### src/rtl/mem_bus_pkg.sv
// Shared types and default address map for the SoC memory bus.
package mem_bus_pkg;

   typedef enum logic [1:0] {
      REG_NONE,
      REG_BRAM,
      REG_GPIO
   } region_e;

   typedef enum logic [1:0] {
      IDLE,
      ACCESS,
      RESP
   } arb_state_e;

   localparam logic [31:0] BRAM_BASE = 32'h0000_0000;
   localparam logic [31:0] BRAM_TOP  = 32'h0000_01FF;
   localparam logic [31:0] GPIO_BASE = 32'hFFFF_FFF0;
   localparam logic [31:0] GPIO_TOP  = 32'hFFFF_FFF3;

endpackage

### src/rtl/mem_region_decode.sv
// Combinational address-to-region decode; bounds are inclusive and BRAM takes precedence over GPIO.
module mem_region_decode
   import mem_bus_pkg::*;
(
   input  logic [31:0] address,
   input  logic [31:0] bramBase,
   input  logic [31:0] bramTop,
   input  logic [31:0] gpioBase,
   input  logic [31:0] gpioTop,
   output region_e     region
);

   // NOTE: assigning a default before any branch keeps this block free of inferred latches.
   always_comb begin
      region = REG_NONE;
      if (address >= bramBase && address <= bramTop)
         region = REG_BRAM;
      else if (address >= gpioBase && address <= gpioTop)
         region = REG_GPIO;
   end

endmodule

### src/rtl/mem_bus_arbiter.sv
// Two-master single-beat memory bus arbiter: IDLE -> ACCESS -> RESP, round-robin by default.
// Define MEM_ARB_FIXED_PRIO_EN to give master 0 fixed priority instead.
module mem_bus_arbiter
   import mem_bus_pkg::*;
(
   input  logic        clk,
   input  logic        reset,
   input  logic        m0_req,
   input  logic [31:0] m0_addr,
   input  logic [31:0] m0_wdata,
   input  logic        m0_we,
   input  logic [3:0]  m0_mask,
   output logic        m0_gnt,
   output logic        m0_rvalid,
   output logic [31:0] m0_rdata,
   input  logic        m1_req,
   input  logic [31:0] m1_addr,
   input  logic [31:0] m1_wdata,
   input  logic        m1_we,
   input  logic [3:0]  m1_mask,
   output logic        m1_gnt,
   output logic        m1_rvalid,
   output logic [31:0] m1_rdata,
   output logic [31:0] memAddress,
   output logic [31:0] memWriteData,
   output logic        memWrite,
   output logic [3:0]  byteMask,
   input  logic [31:0] bramReadData,
   input  logic [31:0] gpioReadData,
   output logic        err
);

   arb_state_e  state, nextState;
   logic        owner;
   region_e     region;
   region_e     sampleRegion;
   logic        weReg;
   logic [3:0]  maskReg;
   logic        anyReq;
   logic        winner;
   logic [31:0] respData;

   assign anyReq = m0_req | m1_req;

`ifdef MEM_ARB_FIXED_PRIO_EN
   assign winner = ~m0_req;
`else
   logic lastOwner;

   // On a conflict the master that did not own the previous transaction wins.
   always_comb begin
      if (m0_req && m1_req)
         winner = ~lastOwner;
      else
         winner = ~m0_req;
   end

   always_ff @(posedge clk or posedge reset) begin
      if (reset)
         lastOwner <= 1'b1;
      else if (state == IDLE && anyReq)
         lastOwner <= winner;
   end
`endif

   mem_region_decode u_decode (
      .address  (winner ? m1_addr : m0_addr),
      .bramBase (BRAM_BASE),
      .bramTop  (BRAM_TOP),
      .gpioBase (GPIO_BASE),
      .gpioTop  (GPIO_TOP),
      .region   (sampleRegion)
   );

   always_comb begin
      nextState = state;
      case (state)
         IDLE:    if (anyReq) nextState = ACCESS;
         ACCESS:  nextState = RESP;
         RESP:    nextState = IDLE;
         default: nextState = IDLE;
      endcase
   end

   // NOTE: sequential state uses non-blocking assignments so every register samples pre-edge values.
   always_ff @(posedge clk or posedge reset) begin
      if (reset)
         state <= IDLE;
      else
         state <= nextState;
   end

   // Region and owner are captured with the request so the response mux follows the transaction.
   always_ff @(posedge clk or posedge reset) begin
      if (reset) begin
         memAddress   <= '0;
         memWriteData <= '0;
         weReg        <= 1'b0;
         maskReg      <= '0;
         owner        <= 1'b0;
         region       <= REG_NONE;
      end else if (state == IDLE && anyReq) begin
         memAddress   <= winner ? m1_addr  : m0_addr;
         memWriteData <= winner ? m1_wdata : m0_wdata;
         weReg        <= winner ? m1_we    : m0_we;
         maskReg      <= winner ? m1_mask  : m0_mask;
         owner        <= winner;
         region       <= sampleRegion;
      end
   end

   always_comb begin
      respData = '0;
      if (!weReg) begin
         case (region)
            REG_BRAM: respData = bramReadData;
            REG_GPIO: respData = gpioReadData;
            default:  respData = '0;
         endcase
      end
   end

   always_comb begin
      m0_gnt    = 1'b0;
      m1_gnt    = 1'b0;
      m0_rvalid = 1'b0;
      m1_rvalid = 1'b0;
      m0_rdata  = '0;
      m1_rdata  = '0;
      memWrite  = 1'b0;
      byteMask  = '0;
      err       = 1'b0;
      case (state)
         ACCESS: begin
            m0_gnt   = ~owner;
            m1_gnt   = owner;
            memWrite = weReg;
            byteMask = maskReg;
         end
         RESP: begin
            m0_rvalid = ~owner;
            m1_rvalid = owner;
            m0_rdata  = owner ? '0 : respData;
            m1_rdata  = owner ? respData : '0;
            err       = (region == REG_NONE);
         end
         default: ;
      endcase
   end

endmodule
### config.mk
export PLATFORM = sky130hd
export DESIGN_NAME = mem_bus_arbiter
export DESIGN_NICKNAME = d
export VERILOG_FILES = /design/src/rtl/mem_bus_pkg.sv /design/src/rtl/mem_region_decode.sv /design/src/rtl/mem_bus_arbiter.sv
export SDC_FILE = /design/constraint.sdc
export NUM_CORES = 1
export LEC_CHECK = 0
export CAP_MARGIN = 20
export CORE_AREA = 2 2 132 134
export DETAILED_ROUTE_END_ITERATION = 12
export DIE_AREA = 0 0 134 136
export PLACE_DENSITY = 0.63
export SLEW_MARGIN = 0
export SYNTH_ARGS = -nofsm -noshare
export SYNTH_HDL_FRONTEND = slang
export SYNTH_SLANG_ARGS = --single-unit
### constraint.sdc
create_clock -name clk -period 2.8 [get_ports clk]
set_input_delay 0.56 -clock clk [delete_from_list [all_inputs] [get_ports clk]]
set_output_delay 0.56 -clock clk [all_outputs]
set_load 0.05 [all_outputs]
Yosys cells after proc, flatten, opt, wreduce, memory -nomap -nowiden
Cells that the tools add are included.
Widths: inputs -> output; s select.

word-level totals
  output and inout bits = 138
  input port bits = 206
  memories = 0
  bits in latches = 0
  register bits = 75
  memory bits (writable) = 0
  memory bits (read-only) = 0

cells by class
  shift-type cells = 0
  add/subtract/negate cells = 0
  eq/ne operators = 5
  muxes and demuxes = 22
  reduce and logical (&&, ||, !) cells = 6
  $mul = 0
  divide/modulo/power cells = 0
  bitwise logic cells = 4
  magnitude comparators = 4

operator list
  kind                  count
  $mux 32               7
  $pmux 32 s2           1
  $ge 32x1->1 const B   1
  $ge 32x32->1 const B  1
  $le 32x32->1 const B  1
  $le 32x9->1 const B   1
  $mux 1                8
  $mux 4                2
  $mux 2                3
  $eq 2x1->1 const B    2
  $eq 2x2->1 const B    2
  $logic_and 1x1->1     4
  $logic_not 2->1       2
  $pmux 2 s2            1
  $not 1->1             3
  $ne 2x2->1 const B    1
  $or 1x1->1            1

Depth between registers and ports, before layout
Gate-level depths: netlist of the first run.

  word-level depth = 7
  depth in mapped cells = 7
  depth with buffers taken out = 5

Modules after synthesis
From an unflattened synthesis of the first run, not the netlist that was laid out.

second synthesis, totals
  cell total of the unflattened synthesis = 1067
  area, all modules = 7875.1 µm²

modules (own cells, without submodules)
  module             cells each  times used  area an instance (µm²)
  mem_bus_arbiter    615         1           4673.2
  mem_region_decode  452         1           3201.8

Worst setup path before layout of the first run
No wires, ideal clock.

  path type = register to output
  from = reg region[0]
  to = out m1_rdata[10]
  stages on the path, launching flop included = 8
  required time = 2.240 ns
  arrival = 1.964 ns
  setup slack = 0.276 ns
  cells stage by stage = dfrtp_1 -> inv_1 -> ha_1 -> nor2b_1 -> clkbuf_1 -> clkbuf_1 -> nand2_1 -> nor2_1

between the ends
  longest elaborated chain between the ends = 5

RTL lines
  what                                      line                    text
  start: declaration                        mem_bus_arbiter.sv:35   region_e region;
  start signal: assignment                  mem_bus_arbiter.sv:108  region <= sampleRegion;
  $eq 2x2->1 or $eq 2x1->1 (tied branches)  mem_bus_arbiter.sv:115  case (region)
  $pmux 32 s2 *                             mem_bus_arbiter.sv:115
  $mux 32 *                                 mem_bus_arbiter.sv:114  if (!weReg) begin
  $mux 32 *                                 mem_bus_arbiter.sv:144  m1_rdata = owner ? respData : '0;
  $mux 32 *                                 mem_bus_arbiter.sv:133  case (state)
  end: declaration                          mem_bus_arbiter.sv:23   output logic [31:0] m1_rdata,

Every way passes the cells marked *; elsewhere a longest branch is shown, timed or not.

Worst setup path after layout of the first run
  from = reg region[0]
  to = out m0_rdata[16]

between the ends
  longest elaborated chain between the ends = 5

RTL lines
  what                                      line                    text
  $eq 2x2->1 or $eq 2x1->1 (tied branches)  mem_bus_arbiter.sv:115
  $pmux 32 s2 *                             mem_bus_arbiter.sv:115
  $mux 32 *                                 mem_bus_arbiter.sv:114
  $mux 32 *                                 mem_bus_arbiter.sv:143  m0_rdata = owner ? '0 : respData;
  $mux 32 *                                 mem_bus_arbiter.sv:133
  end: declaration                          mem_bus_arbiter.sv:15   output logic [31:0] m0_rdata,

Marks and branches as above.

==> summary.txt, run 1 <==
Pwr
  • VDD IR max: 0.566 mV
  • Power Density: about 880 nW/um^2
  • Final Power: 7.99 mW
  • Static Leak: 3.51 nW

CTS
  • TritonCTS clock tree: built
  • Cts hold-fix bufs: 0
  • CTS Buf Count: 9
  • CTS Sinks: 75
  • Htree depth: 3
  • Worst-path clk slew: roughly 0.06 ns
  • CTS Buffer Depth: 2
  • CTS Root Cell: clkbuf_16
  • Worst-Skew Late Latency: 0.34 ns

Place
  • Dpl hpwl: 15100 um
  • I/O Buffers: 343
  • Setup Slack @ Placement: 0.386 ns
  • Placer Congestion: 0.838
  • Placed insts: approximately 1100
  • DP Area: 8720 um^2

STA
  • Final hold violation count: 0
  • RSZ-0062 raised after global routing: no
  • Relative slew slack: 59.4%
  • Final setup viols: 0
  • Fmax: approximately 380 MHz
  • Hold WS: 0.528 ns
  • Post-Route Setup TNS: 0 ns
  • Setup Skew: 0.00526 ns
  • Worst Slack Setup Final: ~0.19 ns
  • Final-report max-slew violation count: 0
  • Worst slew pin tran: 0.608 ns
  • Tmin final: between 2 and 3 ns
  • Period utilisation layout: roughly 93%

Critical path
  • Reg2reg setup slack: 1.06 ns
  • CP Class: reg -> out
  • Reg-to-Reg Start: lastOwner
  • CP Launch Type: flop
  • Worst r2r path cells: 4
  • Critical-path maximum fanout: 32
  • Worst Path Required: 2.24 ns
  • Reg2Reg Capture Point: maskReg[1]
  • Worst EP arrival: just over 2 ns
  • CP endpoint kind: output pin
  • Crit. Startpoint: region[0]

Yosys
  • Flops & latches, synth: 75
  • Synth warnings: 0
  • Mapped Nets: between 800 and 900
  • Mapped Cells: 600
  • Netlist cell types: 28
  • Mean Syn Cell Area: 7.36 um^2
  • Top cell type's share of synthesized area: 41.9%
  • Yosys top cell by area: dfrtp_1
  • Ys async rst share: 100%
  • Top FF cell, synth: dfrtp_1
  • Most frequent cell after synthesis: nand2_1
  • Synth Cell Area: 4420 um^2
  • Seq/Total Area, Yosys: 42.5%
  • Largest cells by area after synthesis: dfrtp_1 42%, nand2_1 15%, nor2_1 12%
  • Top post-synthesis cells by count: 173 x nand2_1, 138 x nor2_1, 74 x dfrtp_1
  • Post-synth EDFFs: 0

Global route
  • First-pass GRT wire length: ~30000 um
  • Initial antenna violation count: 0
  • Largest net degree at the start of global routing: 76
  • Global Route Usage Sum: 20.9%
  • Number of global-route vias before repair: 5211
  • Gr ovfl total: 0

Floorplanning
  • I/O Pins: 344
  • Std-Cell Rows: between 40 and 50
  • Die Wd: around 130 um
  • Initial Utilization: 26.2%
  • Core area: 16900 um^2
  • Die height: 136 um
  • Die footprint: around 18000 um^2

Detailed routing
  • DRT Wirelength: around 20000 um
  • Wire per inst: between 15 and 20 um
  • DR pass1 iterations: 4
  • Iteration-0 DRC Markers: 253
  • Residual DRC count: 0
  • Via count: 5493
  • Number of routed nets with antenna violations: 0
  • Drt via density: 4.77

Outcome
  • Outcome: complete, no violations

Layout
  • Fraction of final layout cells sized beyond drive strength 1: 11.4%
  • Final core utilization: 53.7%
  • Final Instance Area: a little over 9000 um^2
  • Area growth, synth to finish: 105%
  • Cell Count, Final, Fillers Out: 1151
  • ANT cells: 0
  • Final #Nets: 1130

Min path
  • Worst hold path class: reg -> reg
  • Worst hold path depth: 2
  • Hold Path End: lastOwner
  • Worst Min Path Start: lastOwner

Job
  • Max-cap violations: 0
-- cell families (layout without fill, tap and decap cells) --
kind of cell             Yosys count  count (layout)  synth area share [%]
adder cells (fa/ha/maj)            3               3                 0.850
buffers and inverters             54             380                  5.86
AO/OA/AOI/OAI                    110             110                  17.4
AND/OR/NAND/NOR                  358             358                  33.3
flip-flops                        75              75                  42.5
-- critical path, cell delays in order (launching register included) --
cell and delay [ns]:
dfrtp_1 0.34, inv_1 0.08, ha_1 0.27, nor2b_2 0.12, buf_4 0.32, nand2_1 0.18, nor2_1 0.22, buf_12 0.17
-- routing by layer --
metal,part of all wire (%),track usage (%),vias up
li1,-,-,2689
met1,39,24.2,2540
met2,51,37.7,248
met3,8.6,5.93,16
met4,1.6,5.56,0
met5,0,0,-
-- area by class of cell --
type	instances	area, um^2
Clock inverter	5	100
Multi-Input combinational cell	471	2300
Timing Repair Buffer	358	4240
Tap cell	225	282
Sequential cell	75	1880
Inverter	6	23.8
Clock buffer	11	243
Fill cell	1574	7810
-- worst max path at each step --
stage / endpoint / slack (ns) / depth (start not counted)
after floorplan: m1_rdata[10] / 0.28 / 7
after global placement: byteMask[1] / 0.41 / 3
after detailed placement: m1_gnt / 0.39 / 3
after CTS: m1_gnt / 0.02 / 3
after global routing: m0_rdata[16] / 0.01 / 7
final: m0_rdata[16] / 0.19 / 7
-- power breakdown --
group | internal, mW | leakage, nW | switching, mW
clock network | 0.893 | 0.169 | 0.460
logic | 1.63 | 2.49 | 3.08
registers | 1.63 | 0.846 | 0.309
-- registers in the layout, summed over array words and instances (netlist names) --
name and flops:
maskReg 4, state 2, owner 1, region 2
weReg 1, lastOwner 1, memWriteData 32, memAddress 32
-- placed cells by master (no fill, tap or decap), types with 2 or more instances in the layout --
cell	Yosys	final
a21oi_1	2	2
a22o_1	32	32
a31oi_1	69	69
and2_1	7	7
buf_12	0	69
buf_4	6	15
bufinv_16	0	3
clkbuf_16	0	9
clkdlybuf4s50_1	0	274
clkinv_2	0	3
dfrtp_1	74	74
ha_1	3	3
inv_1	6	5
nand2_1	173	173
nand4_1	16	16
nand4bb_1	2	2
nor2_1	138	138
nor2b_1	4	2
nor2b_2	0	2
nor3_1	2	2
nor4_1	14	14
-- repair_timing --
| action | in CTS | in global routing |
|---|---|---|
| hold endpoints to repair | 0 | 0 |
| endpoints found under the setup margin | 0 | 4 |
| gates resized for setup | 0 | 1 |
| buffers inserted | 0 | 0 |
Note: power is estimated with default switching activity, not from simulation.
==> run 2, diff against run 1 <==
--- a/config.mk
+++ b/config.mk
@@ -9,6 +9,7 @@
 export CORE_AREA = 2 2 132 134
 export DETAILED_ROUTE_END_ITERATION = 12
 export DIE_AREA = 0 0 134 136
+export HOLD_SLACK_MARGIN = 0.03
 export PLACE_DENSITY = 0.63
 export SLEW_MARGIN = 0
 export SYNTH_ARGS = -nofsm -noshare
==> results of run 2 <==
The final DEF is identical to that of run 1; final timing and power are the same.
==> run 3, diff against run 2 <==
--- a/config.mk
+++ b/config.mk
@@ -6,12 +6,12 @@
 export NUM_CORES = 1
 export LEC_CHECK = 0
 export CAP_MARGIN = 20
-export CORE_AREA = 2 2 132 134
+export CORE_UTILIZATION = 44
 export DETAILED_ROUTE_END_ITERATION = 12
-export DIE_AREA = 0 0 134 136
 export HOLD_SLACK_MARGIN = 0.03
-export PLACE_DENSITY = 0.63
+export PLACE_DENSITY = 0.8
 export SLEW_MARGIN = 0
 export SYNTH_ARGS = -nofsm -noshare
 export SYNTH_HDL_FRONTEND = slang
+export SYNTH_HIERARCHICAL = 1
 export SYNTH_SLANG_ARGS = --single-unit
==> summary.txt, run 3 <==
Outcome
  • Outcome: complete, but fails checks
  • Violated checks: negative setup slack

STA
  • Final hold violation count: 0
  • Relative slew slack: 44.1%
  • Setup Skew: 0.00762 ns
  • RSZ-0062 raised after global routing: yes
  • Final setup viols: 2
  • Hold WS: 0.549 ns
  • Tmin final: 3.10 ns
  • Worst slew pin tran: 0.839 ns
  • Period utilisation layout: 111%
  • Worst Slack Setup Final: -0.295 ns
  • Fmax: 323 MHz
  • Final-report max-slew violation count: 0

Min path
  • Hold Path End: maskReg[0]
  • Worst hold path class: reg -> reg
  • Worst Min Path Start: maskReg[0]
  • Worst hold path depth: 2

Critical path
  • Cell Chain, Critical Path: and2b_4 -> buf_12 -> o21ai_4 -> nand2_2 -> ha_4 -> nand4_1 -> or4_4 -> a21oi_2 -> a2111oi_2 -> a2bb2oi_2 -> and2_4 -> mux2_4
  • Worst r2r path cells: 12
  • Buf/Inv on CP: 1
  • CP Class: reg -> reg
  • Worst EP arrival: 3.34 ns
  • Worst path max stage delay: around 0.60 ns
  • Reg-to-Reg Start: lastOwner
  • Slowest stage cell, crit path: dfstp_2
  • CP Launch Type: flop
  • CP endpoint kind: flop
  • Reg2Reg Capture Point: region[0]
  • Delay-heaviest family, CP: simple AND/OR/NAND/NOR gates
  • Reg2reg setup slack: -0.30 ns
  • Worst Path Required: 3.04 ns
  • Critical-path maximum fanout: 18

Floorplanning
  • Std-Cell Rows: 48
  • Die Wd: ~140 um
  • Die footprint: ~18000 um^2
  • Die height: 136 um
  • I/O Pins: 344
  • Initial Utilization: 45.2%
  • Core area: 17400 um^2

Pwr
  • Power Density: 762 nW/um^2
  • Static Leak: 6.82 nW
  • VDD IR max: 0.755 mV
  • Final Power: approximately 11 mW

Layout
  • Fillers: 1108
  • Most frequent cells in the layout: 270 x clkdlybuf4s50_1, 145 x buf_4, 132 x inv_1, 128 x conb_1, 126 x ha_1
  • Regs by FF count: memAddress x32, memWriteData x32, maskReg x4
  • Most common cell after layout, fill and taps aside: clkdlybuf4s50_1
  • Fraction of final layout cells sized beyond drive strength 1: 18.4%
  • Area of the multi-input gates: 5950 um^2
  • Final #Nets: 1967
  • Final Instance Area: between 10000 and 15000 um^2
  • Area growth, synth to finish: 80.7%
  • Sequential cell area: 1880 um^2

Yosys
  • Synth Cell Area: around 7900 um^2
  • Synth warnings: 6
  • Most frequent cell after synthesis: inv_1
  • Top post-synthesis cells by count: 133 x inv_1, 131 x ha_1, 116 x a21oi_1
  • Post-synth EDFFs: 0
  • Mean Syn Cell Area: 7.38 um^2
  • Flops & latches, synth: between 70 and 80
  • Netlist cell types: 48
  • Top cell type's share of synthesized area: 23.5%
  • Yosys top cell by area: dfrtp_1
  • Largest cells by area after synthesis: dfrtp_1 24%, ha_1 21%, a21oi_1 7.4%
  • Ys async rst share: 100%
  • Top FF cell, synth: dfrtp_1
  • Mapped Cells: 1067
  • Seq/Total Area, Yosys: 23.8%

Place
  • I/O Buffers: between 300 and 400
  • DP Area: about 14000 um^2
  • Placer Congestion: 0.896
  • Dpl hpwl: 26100 um

Detailed routing
  • DRT Wirelength: 34100 um
  • Wire per inst: about 18 um
  • Drt via density: 5.46
  • Number of routed nets with antenna violations: 0
  • Via count: 10100
  • Iteration-0 DRC Markers: between 700 and 800
  • Residual DRC count: 0
  • DR pass1 iterations: 5

CTS
  • Worst-path clk slew: roughly 0.070 ns
  • CTS Root Cell: clkbuf_16
  • TritonCTS clock tree: built
  • CTS Sinks: 75
  • CTS Buffer Depth: 2
  • CTS Buf Count: 9
  • Worst-Skew Late Latency: about 0.36 ns
  • Htree depth: 3

Global route
  • Largest net degree at the start of global routing: 70
  • Global Route Usage Sum: a little over a third
  • Gr ovfl total: 0
  • Number of global-route vias before repair: 9892
  • First-pass GRT wire length: 51100 um
  • Initial antenna violation count: 1

Job
  • Max-cap violations: 0
==> run 3: cell types whose count changed in the layout (fill, tap and decap cells not counted), moves of 54 or more <==
cell | before | now
o21ai_0 | 1 | 55
conb_1 | 0 | 128
buf_4 | 15 | 145
a21oi_1 | 2 | 115
ha_1 | 3 | 126
nand2_1 | 173 | 85
inv_1 | 5 | 132
nor2_1 | 138 | 74
nand3_1 | 0 | 78
==> run 3: timing repair <==
item	in CTS	in global routing
setup buffers	7	0
resized for setup	51	16
endpoints found under the setup margin	2	8
pin swaps	11	1
gates cloned	2	0
hold buffers	0	0
==> run 3: worst max-delay path by stage <==
stage / start / endpoint / slack [ns] / cells past startpoint
3_5_place_dp: m1_req / region[0] / -1.05 / 14
2_1_floorplan: m1_req / region[0] / -0.12 / 12
6_report: lastOwner / region[0] / -0.30 / 12
4_1_cts: lastOwner / region[0] / -0.25 / 12
5_1_grt: lastOwner / region[0] / -0.36 / 12
3_3_place_gp: m1_req / region[1] / -0.97 / 14
==> run 3: cells by family after synthesis <==
family	Yosys count	share of synthesized area [%]
compound gates	338	25.6
simple gates	313	18.4
buf+inv	204	10.5
fa+ha+maj	131	20.8
flops	75	23.8
mux	4	0.763
other cells	2	0.0954
==> run 3: layout make-up <==
cell class                 instances  area share (%)
antenna                            1          0.0176
clock buffer                      10            1.68
clock inverter                     5           0.431
inverter                         134            3.54
multi-input combinational        916            41.8
sequential                        75            13.2
tap                              225            1.98
timing repair buffer             494            37.3
==> run 3: routing by layer <==
layer  up-vias  GRT usage [%]  routed length (um)
met3       119           6.32                2640
li1       4794              -                   -
met2       501           66.9               17500
met4         0           22.7                1970
met5         -              0                   0
met1      4734           38.2               12000
==> run 3: through the flow <==
stage	util, %	setup slack, ns	setup TNS [ns]	std cells
3_5_place_dp	78.2	-1.05	-2.10	1835
5_1_grt	81.7	-0.361	-0.722	1860
4_1_cts	81.4	-0.250	-0.449	1859
3_3_place_gp	78.2	-0.972	-1.94	1835
6_report	81.7	-0.295	-0.552	1860
2_1_floorplan	-	-0.119	-0.207	1193
==> run 3: tightest hold or removal path, stage by stage (launching register included) <==
cell,delay (ns)
dfrtp_1,0.34
a21oi_1,0.04
a31oi_1,0.13
==> run 3: power breakdown <==
group	switching, mW	leakage, nW	internal, mW
registers	0.384	0.844	1.65
logic	4.70	5.83	2.85
clock network	0.541	0.149	0.718
total	5.63	6.82	5.22
